**src/rtl/pipeline_stall_controller_if.sv**
```systemverilog
// Handshake bundle between the pipeline datapath and its stall controller.
// The datapath (master) raises stall/redirect requests; the controller
// (slave) returns per-stage enables, bubbles, PC control and status.
interface pipeline_stall_controller_if #(
  parameter int STAGES        = 5,
  parameter int COUNTER_WIDTH = 32
);

  // Requests from the hazard units, EX, MEM and software
  logic                     hazard_stall;
  logic                     divide_busy;
  logic                     memory_busy;
  logic                     redirect;
  logic                     clear_timeout;

  // Controls and status back to the datapath
  logic [STAGES-1:0]        stage_enable;
  logic [STAGES-1:0]        stage_bubble;
  logic                     pc_enable;
  logic                     pc_select_redirect;
  logic [2:0]               state;
  logic                     stall_timeout;
  logic [COUNTER_WIDTH-1:0] stall_cycles;

  modport master (
    output hazard_stall, divide_busy, memory_busy, redirect, clear_timeout,
    input  stage_enable, stage_bubble, pc_enable, pc_select_redirect,
           state, stall_timeout, stall_cycles
  );

  modport slave (
    input  hazard_stall, divide_busy, memory_busy, redirect, clear_timeout,
    output stage_enable, stage_bubble, pc_enable, pc_select_redirect,
           state, stall_timeout, stall_cycles
  );

endinterface

```
**src/rtl/pipeline_stall_controller.sv**
```systemverilog
// Central stall/flush sequencer for the five-stage IF/ID/EX/MEM/WB pipeline.
// Decodes the freeze class from the current requests, drives stage enables,
// bubbles and PC control with zero latency, and keeps a stall watchdog and
// a saturating stall-cycle performance counter.
module pipeline_stall_controller #(
  parameter int STAGES        = 5,
  parameter int STALL_LIMIT   = 15,
  parameter int COUNTER_WIDTH = 32
) (
  input  logic                          clk_i,
  input  logic                          rst_ni,
  pipeline_stall_controller_if.slave    ctrl_if
);

  // Stage bit positions
  localparam int IF_STG  = 0;
  localparam int ID_STG  = 1;
  localparam int EX_STG  = 2;
  localparam int MEM_STG = 3;
  localparam int WB_STG  = 4;

  // FSM encodings (visible on the state output)
  localparam logic [2:0] ST_RUN       = 3'd0;
  localparam logic [2:0] ST_STALL_ID  = 3'd1;
  localparam logic [2:0] ST_STALL_EX  = 3'd2;
  localparam logic [2:0] ST_STALL_MEM = 3'd3;
  localparam logic [2:0] ST_FLUSH     = 3'd4;

  // Watchdog counter sizing
  localparam int              FC_W       = $clog2(STALL_LIMIT + 1);
  localparam logic [FC_W-1:0] FC_LIMIT   = FC_W'(STALL_LIMIT);
  localparam logic [FC_W-1:0] FC_TRIGGER = FC_W'(STALL_LIMIT - 1);

  // Registered state
  logic [2:0]               state_q,        state_d;
  logic [FC_W-1:0]          freeze_cnt_q,   freeze_cnt_d;
  logic                     timeout_q,      timeout_d;
  logic [COUNTER_WIDTH-1:0] stall_cycles_q, stall_cycles_d;

  // Combinational controls
  logic              eff_hazard;
  logic [STAGES-1:0] enable_d;
  logic [STAGES-1:0] bubble_d;
  logic              pc_enable_d;
  logic              pc_select_d;

  // In FLUSH the ID instruction is a squashed bubble, so its hazard is spurious.
  // Reset forces state_q to RUN, which keeps this filter inactive during reset.
  assign eff_hazard = ctrl_if.hazard_stall & (state_q != ST_FLUSH);

  // Freeze-class decode, highest priority first; also yields the next state
  always_comb begin
    // NOTE: every output of this block gets a default first so no path leaves
    // a signal unassigned, which would otherwise infer a latch.
    enable_d    = '1;
    bubble_d    = '0;
    pc_select_d = 1'b0;
    state_d     = ST_RUN;

    if (ctrl_if.memory_busy) begin
      // MEM access pending: freeze IF..MEM, feed WB a bubble
      enable_d[IF_STG]  = 1'b0;
      enable_d[ID_STG]  = 1'b0;
      enable_d[EX_STG]  = 1'b0;
      enable_d[MEM_STG] = 1'b0;
      bubble_d[WB_STG]  = 1'b1;
      state_d           = ST_STALL_MEM;
    end else if (ctrl_if.divide_busy) begin
      // Multi-cycle EX op: freeze IF..EX, feed MEM a bubble
      enable_d[IF_STG]  = 1'b0;
      enable_d[ID_STG]  = 1'b0;
      enable_d[EX_STG]  = 1'b0;
      bubble_d[MEM_STG] = 1'b1;
      state_d           = ST_STALL_EX;
    end else if (ctrl_if.redirect) begin
      // Taken branch: squash the wrong-path instructions entering ID and EX.
      // Beats the hazard stall because the stalled ID instruction is squashed.
      bubble_d[ID_STG]  = 1'b1;
      bubble_d[EX_STG]  = 1'b1;
      pc_select_d       = 1'b1;
      state_d           = ST_FLUSH;
    end else if (eff_hazard) begin
      // Load-use: hold IF/ID, feed EX a bubble
      enable_d[IF_STG]  = 1'b0;
      enable_d[ID_STG]  = 1'b0;
      bubble_d[EX_STG]  = 1'b1;
      state_d           = ST_STALL_ID;
    end
  end

  // PC follows the IF enable except on a flush, where it always loads the target
  assign pc_enable_d = (state_d == ST_FLUSH) ? 1'b1 : enable_d[IF_STG];

  // Watchdog and performance-counter next-state logic
  always_comb begin
    freeze_cnt_d   = freeze_cnt_q;
    stall_cycles_d = stall_cycles_q;

    if (pc_enable_d) begin
      freeze_cnt_d = '0;
    end else if (freeze_cnt_q != FC_LIMIT) begin
      freeze_cnt_d = freeze_cnt_q + 1'b1;
    end

    if (!pc_enable_d && (stall_cycles_q != '1)) begin
      stall_cycles_d = stall_cycles_q + 1'b1;
    end

    // Set wins over a simultaneous clear
    timeout_d = (!pc_enable_d && (freeze_cnt_q == FC_TRIGGER)) ||
                (timeout_q && !ctrl_if.clear_timeout);
  end

  // State, watchdog and counter registers
  always_ff @(posedge clk_i or negedge rst_ni) begin
    if (!rst_ni) begin
      state_q        <= ST_RUN;
      freeze_cnt_q   <= '0;
      timeout_q      <= 1'b0;
      stall_cycles_q <= '0;
    end else begin
      // NOTE: non-blocking assignments so every register samples the
      // pre-edge value of its neighbours regardless of statement order.
      state_q        <= state_d;
      freeze_cnt_q   <= freeze_cnt_d;
      timeout_q      <= timeout_d;
      stall_cycles_q <= stall_cycles_d;
    end
  end

  // Drive the interface
  assign ctrl_if.stage_enable       = enable_d;
  assign ctrl_if.stage_bubble       = bubble_d;
  assign ctrl_if.pc_enable          = pc_enable_d;
  assign ctrl_if.pc_select_redirect = pc_select_d;
  assign ctrl_if.state              = state_q;
  assign ctrl_if.stall_timeout      = timeout_q;
  assign ctrl_if.stall_cycles       = stall_cycles_q;

endmodule

```
**src/flat_wrapper.sv**
```systemverilog
// flat-port wrapper written by rule: the top's interface ports become plain ports
module pipeline_stall_controller_flat 
#(
  parameter int STAGES        = 5,
  parameter int STALL_LIMIT   = 15,
  parameter int COUNTER_WIDTH = 32
)
  (clk_i, rst_ni, ctrl_if_hazard_stall, ctrl_if_divide_busy, ctrl_if_memory_busy, ctrl_if_redirect, ctrl_if_clear_timeout, ctrl_if_stage_enable, ctrl_if_stage_bubble, ctrl_if_pc_enable, ctrl_if_pc_select_redirect, ctrl_if_state, ctrl_if_stall_timeout, ctrl_if_stall_cycles);
  pipeline_stall_controller_if #(.STAGES(STAGES), .COUNTER_WIDTH(COUNTER_WIDTH)) ctrl_if_i ();
  input  logic clk_i;
  input  logic rst_ni;
  input wire logic [$bits(ctrl_if_i.hazard_stall)-1:0] ctrl_if_hazard_stall;
  input wire logic [$bits(ctrl_if_i.divide_busy)-1:0] ctrl_if_divide_busy;
  input wire logic [$bits(ctrl_if_i.memory_busy)-1:0] ctrl_if_memory_busy;
  input wire logic [$bits(ctrl_if_i.redirect)-1:0] ctrl_if_redirect;
  input wire logic [$bits(ctrl_if_i.clear_timeout)-1:0] ctrl_if_clear_timeout;
  output wire logic [$bits(ctrl_if_i.stage_enable)-1:0] ctrl_if_stage_enable;
  output wire logic [$bits(ctrl_if_i.stage_bubble)-1:0] ctrl_if_stage_bubble;
  output wire logic [$bits(ctrl_if_i.pc_enable)-1:0] ctrl_if_pc_enable;
  output wire logic [$bits(ctrl_if_i.pc_select_redirect)-1:0] ctrl_if_pc_select_redirect;
  output wire logic [$bits(ctrl_if_i.state)-1:0] ctrl_if_state;
  output wire logic [$bits(ctrl_if_i.stall_timeout)-1:0] ctrl_if_stall_timeout;
  output wire logic [$bits(ctrl_if_i.stall_cycles)-1:0] ctrl_if_stall_cycles;
  assign ctrl_if_i.hazard_stall = ctrl_if_hazard_stall;
  assign ctrl_if_i.divide_busy = ctrl_if_divide_busy;
  assign ctrl_if_i.memory_busy = ctrl_if_memory_busy;
  assign ctrl_if_i.redirect = ctrl_if_redirect;
  assign ctrl_if_i.clear_timeout = ctrl_if_clear_timeout;
  assign ctrl_if_stage_enable = ctrl_if_i.stage_enable;
  assign ctrl_if_stage_bubble = ctrl_if_i.stage_bubble;
  assign ctrl_if_pc_enable = ctrl_if_i.pc_enable;
  assign ctrl_if_pc_select_redirect = ctrl_if_i.pc_select_redirect;
  assign ctrl_if_state = ctrl_if_i.state;
  assign ctrl_if_stall_timeout = ctrl_if_i.stall_timeout;
  assign ctrl_if_stall_cycles = ctrl_if_i.stall_cycles;
  pipeline_stall_controller #(.STAGES(STAGES), .STALL_LIMIT(STALL_LIMIT), .COUNTER_WIDTH(COUNTER_WIDTH)) u_core (.clk_i(clk_i), .rst_ni(rst_ni), .ctrl_if(ctrl_if_i));
endmodule
```
**config.mk**
```make
export PLATFORM = sky130hd
export DESIGN_NAME = pipeline_stall_controller_flat
export DESIGN_NICKNAME = d
export VERILOG_FILES = /design/src/rtl/pipeline_stall_controller_if.sv /design/src/rtl/pipeline_stall_controller.sv /design/src/flat_wrapper.sv
export SDC_FILE = /design/constraint.sdc
export NUM_CORES = 1
export LEC_CHECK = 0
export CORE_MARGIN = 8
export CORE_UTILIZATION = 23
export DETAILED_ROUTE_END_ITERATION = 8
export PLACE_DENSITY_LB_ADDON = 0.2
export SETUP_SLACK_MARGIN = 0.05
export SYNTH_ARGS = -nofsm -noshare
export SYNTH_HDL_FRONTEND = slang
export SYNTH_SLANG_ARGS = --single-unit
```
**constraint.sdc**
```tcl
create_clock -name clk_i -period 2 [get_ports clk_i]
set_clock_uncertainty 0.1 [all_clocks]
set_input_delay 0.4 -clock clk_i [delete_from_list [all_inputs] [get_ports clk_i]]
set_output_delay 0.4 -clock clk_i [all_outputs]
set_load 0.05 [all_outputs]
```
==> results.md, run 1 <==
* Status: finished, violations left
* Violated checks: negative setup slack
* GR Layer Usage met3 at 0.0358
* R2r endpoint: u_core.ctrl_if.stall_cycles[1]
* TritonCTS Buffers at 5
* Worst min path class: in2reg
* Worst vdd ir at 0.410 mV
* Post-Layout Inst Area at 3410 µm²
* CP startpoint kind: flip-flop
* Clock root cell: clkbuf_8
* Largest net degree at the start of global routing at 23
* WL/cell at 14.3 µm
* I/O Pins at 55
* CTS clock-pin slew for the worst setup and hold paths at 0.07 ns
* Final setup vio count at 17
* DP HPWL at 4430 µm
* Yosys top cell area share at 0.494
* DIE HEIGHT at 110 µm
* Synth Net Count at 204
* Grt total ovfl at 0
* Fillcell total at 848
* RSZ-0062 raised after global routing: true
* Synth cell count leaders: 40 x dfrtp_1, 23 x xnor2_1, 22 x nand4_1
* Worst r2r path cells at 8
* FMAX at 454 MHz
* N_diodes at 0
* Crit path required time at 1.50 ns
* Distinct cells, synth at 36
* I/O Buffers at 52
* Vias in the first global route at 1926
* Iteration-0 DRC Markers at 53
* Post-synth EDFFs at 0
* Min-delay src: ctrl_if_redirect
* Die Span X at 110 µm
* Hold path depth at 2
* Register area share after synthesis at 0.494
* Busiest layer in global routing: met2
* Netlist Area Pre-Place at 2030 µm²
* Yosys warning count at 0
* Data arrival, critical path at 1.70 ns
* Share of cells above drive strength 1 at 0.544
* Via Count at 1846
* RR Startpoint: u_core.ctrl_if.state[0]
* H-tree levels at 2
* Post-route ant nets at 0
* Cell Rows at 34
* Via density at 4.47
* Most common cell in the netlist: dfrtp_1
* Sink of the worst hold path: u_core.ctrl_if.state[0]
* Share of flip-flops with an asynchronous set or reset at 1.00
* Final min period at 2.20 ns
* CP peak stage delay at 0.42 ns
* Placed insts at 395
* Most used DFF post-synth: dfrtp_1
* Post-layout power at 2.82 mW
* Overall Global Routing Usage at 0.103
* Die area at 12100 µm²
* Max Root-Sink Buffers at 2
* Number of synthesized register bits at 40
* Worst-path cell chain: or3b_4, a311oi_4, buf_6, buf_12
* Crit. End Element: primary output
* Gpl congestion at 0.753
* Grt met1 use at 0.134
* Non-filler cells, final at 413
* Post-Synthesis Cells at 194
* CP max-delay cell: or3b_4
* Clock sink count at 40
* Drt drc at 0
* Synth area leader: dfrtp_1
* Final setup TNS at -1.24 ns
* Syn Area/Cell at 10.4 µm²
* DR pass1 iterations at 4
* R2r setup slk at -0.15 ns
* Core ar. at 8640 µm²
* Hold Vio Cnt, Final at 0
* Max FO, Critical Path at 3
* Top cells by area, synth: dfrtp_1 49%, xnor2_1 9.9%, nand4_1 6.8%
* Grt met2 use at 0.157
* Worst-skew pair later-pin latency at 0.29 ns
* CTS tree: yes
* First-pass GRT wire length at 9770 µm
* Nets at 314
* Max-slew violations at 0
* Final Cycle Share at 1.10
* Initial Util at 0.235
* LEAKAGE at 1.52 nW
* Drt total wl at 5920 µm
* Power Dens Cells at 826 nW/µm²
* Placed Area at 3100 µm²
* Final worst slack at -0.203 ns
* P&R area growth vs syn at 68.1%
* Antenna violations before repair at 0
* MaxCap Viol Count at 0
* WS Path Type: reg2out
## critical path: cells and delay by family (launching register included)
kind / cells / cell delay (ns)
simple gates: 1 / 0.42
flops: 1 / 0.40
buf+inv: 2 / 0.31
compound gates: 1 / 0.27
## per-stage QoR
| step | worst slack (ns) | utilization | hold slack [ns] |
|---|---|---|---|
| after detailed placement | -0.188 | 0.359 | 0.294 |
| after global routing | -0.263 | 0.395 | 0.244 |
| after floorplan | -0.181 | - | 0.00441 |
| after CTS | -0.268 | 0.376 | 0.386 |
| final | -0.203 | 0.395 | 0.264 |
| after global placement | -0.185 | 0.359 | 0.299 |
## power breakdown
part           switching (mW)  internal [mW]
Sequential             0.0914          0.943
Combinational           0.734          0.483
Clock                   0.283          0.282
Total                    1.11           1.71
## cell type report
type                    count  area, µm²  share of cell area
clock buffers               8       90.1              0.0264
well taps                 108        135              0.0396
inverters                   8       30.0             0.00881
flip-flops and latches     40       1040               0.304
multi-input cells         137       1090               0.321
repair buffers            112       1020               0.300
## cells by family after synthesis
family | share of synthesized area
buf+inv | 0.0438
flops | 0.494
simple gates | 0.253
mux | 0.00741
xor+xnor | 0.134
fa+ha+maj | 0.0185
other cells | 0.00371
compound gates | 0.0457
## flip-flops by register name (all words and copies together) (netlist names)
name and cells:
u_core.ctrl_if.stall_cycles 32, u_core.ctrl_if.state 3, u_core.ctrl_if.stall_timeout 1, u_core.freeze_cnt_q 4
## cells in the final DEF (no fill, tap or decap), types with 9 or more instances in the layout
master / Yosys / layout
nand2_1: 11 / 9
buf_12: 0 / 11
nor2_1: 16 / 12
dfrtp_2: 0 / 29
nand4_1: 22 / 22
xnor2_1: 23 / 23
buf_4: 6 / 86
nand3_1: 11 / 9
dfrtp_1: 40 / 11
## timing repair
| item | 4_1_cts | 5_1_grt |
|---|---|---|
| endpoints found under the setup margin | 15 | 38 |
| pin swaps | 16 | 20 |
| buffers inserted | 3 | 10 |
| hold buffers | 1 | 0 |
| gates resized for setup | 11 | 22 |
| hold endpoints to repair | 18 | 0 |
## how the worst max path moves through the flow
stage,to,startpoint,slack [ns],cells past startpoint
after floorplan,ctrl_if_stage_enable[1],u_core.ctrl_if.state[1],-0.18,4
after global placement,ctrl_if_stage_enable[1],ctrl_if_redirect,-0.18,5
after detailed placement,ctrl_if_stage_enable[0],ctrl_if_redirect,-0.19,5
after CTS,ctrl_if_stage_enable[0],u_core.ctrl_if.state[0],-0.27,4
after global routing,ctrl_if_stage_enable[0],u_core.ctrl_if.state[0],-0.26,4
final,ctrl_if_stage_enable[1],u_core.ctrl_if.state[0],-0.20,4
## metal layers
metal	wire length, µm	vias to the layer above
li1	-	901
met1	2710	900
met2	2740	41
met3	428	4
met4	36	0
met5	0	-
Note: power is estimated with default switching activity, not from simulation.
==> inputs of run 2 (changes only) <==
--- a/config.mk
+++ b/config.mk
@@ -7,6 +7,7 @@
 export LEC_CHECK = 0
 export CORE_MARGIN = 8
 export CORE_UTILIZATION = 23
+export CTS_CLUSTER_SIZE = 24
 export DETAILED_ROUTE_END_ITERATION = 8
 export PLACE_DENSITY_LB_ADDON = 0.2
 export SETUP_SLACK_MARGIN = 0.05
==> constraint.sdc (replaced) <==
create_clock -name clk_i -period 2 [get_ports clk_i]
set_clock_uncertainty 0.1 [all_clocks]
set_input_delay 0.6 -clock clk_i [delete_from_list [all_inputs] [get_ports clk_i]]
set_output_delay 0.6 -clock clk_i [all_outputs]
set_load 0.05 [all_outputs]
==> results.md, run 2 (synthesized netlist as in run 1, its figures left out) <==
* Initial Util at 0.235
* I/O Buffers at 52
* Share of cells above drive strength 1 at 0.595
* Via Count at 1833
* Worst-skew pair later-pin latency at 0.28 ns
* Max Root-Sink Buffers at 2
* WS Path Type: reg2out
* Clock group share of total power at 0.183
* Most common cell after layout, fill and taps aside: buf_4
* Power Dens Cells at 795 nW/µm²
* LEAKAGE at 1.62 nW
* Grt total ovfl at 0
* Worst min path class: in2async
* Drt drc at 0
* CP max-delay cell: or3b_4
* H-tree levels at 2
* Post-route ant nets at 0
* Die Span X at 110 µm
* Fillcell total at 818
* N_diodes at 0
* Post-CTS Hold Buffers at 0
* Int Power at 1.95 mW
* RSZ-0062 raised after global routing: true
* Data arrival, critical path at 1.67 ns
* Violated checks: negative setup slack
* FMAX at 422 MHz
* CTS clock-pin slew for the worst setup and hold paths at 0.07 ns
* Sw frac at 0.373
* Vias in the first global route at 1931
* First-pass GRT wire length at 9520 µm
* Die area at 12100 µm²
* Drt total wl at 5870 µm
* WL/cell at 14.2 µm
* Final worst slack at -0.367 ns
* Final setup TNS at -2.16 ns
* CTS tree: yes
* DP HPWL at 4280 µm
* Final Core Density at 0.452
* Status: finished, violations left
* Max reg flops at 32
* Largest net degree at the start of global routing at 41
* Worst vdd ir at 0.386 mV
* CP Buf/Inv Count at 2
* TritonCTS Buffers at 5
* Flop pwr share at 0.333
* Antenna violations before repair at 0
* MaxCap Viol Count at 0
* CP peak stage delay at 0.43 ns
* DR pass1 iterations at 4
* Final setup vio count at 21
* Overall Global Routing Usage at 0.101
* Worst-path cell chain: or3b_4, buf_6, a311oi_4, buf_12
* Crit. End Element: primary output
* Iteration-0 DRC Markers at 56
* I/O Pins at 55
* Comb pwr share at 0.484
* Psw at 1.16 mW
* Pre-CTS setup slack at -0.598 ns
* Max-slew violations at 0
* Max FO, Critical Path at 2
* Core ar. at 8640 µm²
* CP startpoint kind: flip-flop
* Post-layout power at 3.10 mW
* Cell Rows at 34
* Hold Vio Cnt, Final at 0
* Clock root cell: clkbuf_8
* Kind of cell adding the most delay to the critical path: simple AND/OR/NAND/NOR gates
* Via density at 4.45
* Nets at 314
* Final min period at 2.37 ns
* Crit path required time at 1.30 ns
* P&R area growth vs syn at 92.4%
* Clock sink count at 40
* Final Cycle Share at 1.18
* Commonest cells after routing, fill and taps aside: 50 x buf_4, 43 x buf_12, 29 x dfrtp_2
* Gpl congestion at 0.787
* DIE HEIGHT at 110 µm
[run 2: power by group through the flow]
stage	clock network [mW]	logic (mW)	registers [mW]
CTS	0.595	1.46	1.03
global route	0.631	1.58	1.05
floorplan	0	0.358	1.38
global placement	0	1.37	1.05
detailed placement	0	1.39	1.05
finish	0.567	1.50	1.03
[run 2: area by class of cell]
cell class	instances	area [µm²]	area share
Timing Repair Buffer	112	1440	0.370
Multi-Input combinational cell	137	1160	0.297
Sequential cell	40	1040	0.266
Tap cell	108	135	0.0346
Clock buffer	7	96.3	0.0247
Inverter	8	30.0	0.00770
[run 2: worst paths after layout]
kind,start,to,slack (ns),cells after the start
max reg2reg,u_core.ctrl_if.state[1],u_core.ctrl_if.stall_cycles[25],-0.09,9
min reg2reg,u_core.ctrl_if.stall_cycles[25],u_core.ctrl_if.stall_cycles[25],0.43,1
max,u_core.ctrl_if.state[1],ctrl_if_pc_enable,-0.37,4
min in group clk_i,u_core.ctrl_if.stall_cycles[25],u_core.ctrl_if.stall_cycles[25],0.43,1
min,rst_ni,u_core.ctrl_if.stall_cycles[5],0.17,2
max in group asynchronous,rst_ni,u_core.ctrl_if.stall_cycles[30],1.41,2
[run 2: worst register-to-register path: cells and delay by family, from the launching register on]
| family | cells | cell delay, ns |
|---|---|---|
| AO/OA/AOI/OAI | 2 | 0.30 |
| XOR/XNOR | 1 | 0.12 |
| buffers and inverters | 4 | 0.55 |
| flip-flops | 1 | 0.40 |
| AND/OR/NAND/NOR | 2 | 0.54 |
[run 2: per-layer routing]
layer / wire length, µm / global-route usage / up-vias / share of wire
li1: - / - / 898 / -
met1: 2660 / 0.129 / 877 / 0.45
met2: 2760 / 0.159 / 53 / 0.47
met3: 393 / 0.0305 / 5 / 0.067
met4: 53 / 0.0318 / 0 / 0.0090
met5: 0 / 0 / - / 0
[run 2: repair_timing]
| item | CTS | global route |
|---|---|---|
| buffers inserted | 10 | 6 |
| resized for setup | 53 | 13 |
| pin swaps | 31 | 9 |
| setup endpoints to repair | 43 | 45 |
[run 2: through the flow]
| stage | std cells | hold WS, ns | area (µm²) |
|---|---|---|---|
| final | 412 | 0.172 | 3900 |
| after global routing | 412 | 0.188 | 3900 |
| after CTS | 408 | 0.180 | 3830 |
| after detailed placement | 393 | 0.424 | 3480 |
| after global placement | 393 | 0.424 | 3480 |
| after floorplan | 194 | 0.204 | 2140 |
==> inputs of run 3 (changes only) <==
--- a/config.mk
+++ b/config.mk
@@ -9,6 +9,8 @@
 export CORE_UTILIZATION = 23
 export CTS_CLUSTER_SIZE = 24
 export DETAILED_ROUTE_END_ITERATION = 8
+export DONT_BUFFER_PORTS = 1
+export HOLD_SLACK_MARGIN = 0.12
 export PLACE_DENSITY_LB_ADDON = 0.2
 export SETUP_SLACK_MARGIN = 0.05
 export SYNTH_ARGS = -nofsm -noshare
==> results.md, run 3 (synthesized netlist as in run 1, its figures left out) <==
* DIE HEIGHT at 110 µm
* Vias in the first global route at 1731
* Crit. End Element: primary output
* Max reg flops at 32
* I/O Buffers at 0
* CP max-delay cell: dfrtp_2
* Flop pwr share at 0.408
* Via Count at 1611
* Gpl congestion at 0.758
* Worst-skew pair later-pin latency at 0.29 ns
* TritonCTS Buffers at 5
* WL/cell at 14.9 µm
* CP startpoint kind: flip-flop
* Clock sink count at 40
* N_diodes at 0
* Final Cycle Share at 1.17
* Overall Global Routing Usage at 0.0939
* MaxCap Viol Count at 0
* I/O Pins at 55
* Final setup vio count at 12
* Share of cells above drive strength 1 at 0.455
* Commonest cells after routing, fill and taps aside: 56 x buf_4, 29 x dfrtp_2, 23 x xnor2_1
* WS Path Type: reg2out
* Nets at 264
* Antenna violations before repair at 0
* Worst-path cell chain: or3b_4, a311oi_4, buf_12
* CP peak stage delay at 0.42 ns
* Die area at 12100 µm²
* Final worst slack at -0.349 ns
* CTS tree: yes
* Status: finished, violations left
* Via density at 4.44
* Worst min path class: in2reg
* Post-route ant nets at 0
* Drt drc at 0
* Largest net degree at the start of global routing at 41
* Power Dens Cells at 903 nW/µm²
* Drt total wl at 5410 µm
* Max FO, Critical Path at 3
* Grt total ovfl at 0
* Iteration-0 DRC Markers at 25
* Placed Area at 2680 µm²
* Comb pwr share at 0.382
* First-pass GRT wire length at 8900 µm
* Worst vdd ir at 0.425 mV
* CTS clock-pin slew for the worst setup and hold paths at 0.09 ns
* Max-slew violations at 0
* Hold Vio Cnt, Final at 0
* Crit path required time at 1.30 ns
* Kind of cell adding the most delay to the critical path: flip-flops
* DP HPWL at 4210 µm
* Data arrival, critical path at 1.65 ns
* Psw at 1.05 mW
* Final hold slack at 0.289 ns
* LEAKAGE at 1.22 nW
* Pre-CTS setup slack at -0.0648 ns
* Most common cell after layout, fill and taps aside: buf_4
* Max Root-Sink Buffers at 2
* Cell Rows at 34
* DR pass1 iterations at 3
* Violated checks: negative setup slack
* Core ar. at 8640 µm²
* H-tree levels at 2
* Clock group share of total power at 0.210
* Clock root cell: clkbuf_8
* Post-Layout Inst Area at 2850 µm²
* RSZ-0062 raised after global routing: true
* Die Span X at 110 µm
* FMAX at 426 MHz
* P&R area growth vs syn at 40.6%
* Sw frac at 0.409
* Int Power at 1.52 mW
* CP Buf/Inv Count at 1
* Final min period at 2.35 ns
* Initial Util at 0.235
==> run 3: final cells by class <==
type                    count  area, µm²
repair buffers             62        531
multi-input cells         137       1030
inverters                   8       30.0
clock inverters             3       18.8
clock buffers               5       68.8
flip-flops and latches     40       1040
fillers                   892       5790
well taps                 108        135
==> run 3: final timing paths <==
kind / cells past startpoint / start / slack (ns) / to
max: 3 / u_core.ctrl_if.state[0] / -0.35 / ctrl_if_pc_enable
min: 1 / ctrl_if_divide_busy / 0.29 / u_core.ctrl_if.state[0]
max reg2reg: 6 / u_core.ctrl_if.state[0] / -0.05 / u_core.ctrl_if.stall_cycles[10]
min reg2reg: 1 / u_core.ctrl_if.stall_cycles[25] / 0.41 / u_core.ctrl_if.stall_cycles[25]
max in group asynchronous: 2 / rst_ni / 0.91 / u_core.ctrl_if.stall_cycles[23]
min in group asynchronous: 2 / rst_ni / 0.66 / u_core.ctrl_if.stall_cycles[7]
==> run 3: timing repair <==
| item | CTS | global route |
|---|---|---|
| endpoints found under the hold margin | 40 | 0 |
| pin swaps | 1 | 1 |
| hold buffers | 2 | 0 |
| setup buffers | 3 | 0 |
| endpoints found under the setup margin | 33 | 35 |
| resized for setup | 4 | 3 |
==> run 3: power groups by stage <==
stage                     logic (mW)  registers, mW  clock network, mW
after detailed placement       0.966           1.07                  0
after global routing            1.07           1.07              0.596
final                          0.984           1.05              0.540
after global placement         0.956           1.06                  0
after floorplan                0.358           1.38                  0
after CTS                      0.997           1.05              0.568
==> run 3: metal layers <==
layer | wire length, µm | part of all wire | up-vias | GRT usage
met5 | 0 | 0 | - | 0
met4 | 48 | 0.0089 | 0 | 0.0260
met3 | 473 | 0.087 | 5 | 0.0346
met2 | 2450 | 0.45 | 39 | 0.147
met1 | 2440 | 0.45 | 770 | 0.119
li1 | - | - | 797 | -
==> run 3: per-stage QoR <==
stage                     setup TNS (ns)  cells   util  total power, mW
after global routing               -3.31    363  0.330             2.74
final                              -1.52    363  0.330             2.57
after global placement            -0.330    350  0.310             2.02
after CTS                          -1.60    363  0.328             2.61
after detailed placement          -0.557    350  0.310             2.03
after floorplan                    -1.62    194      -             1.74
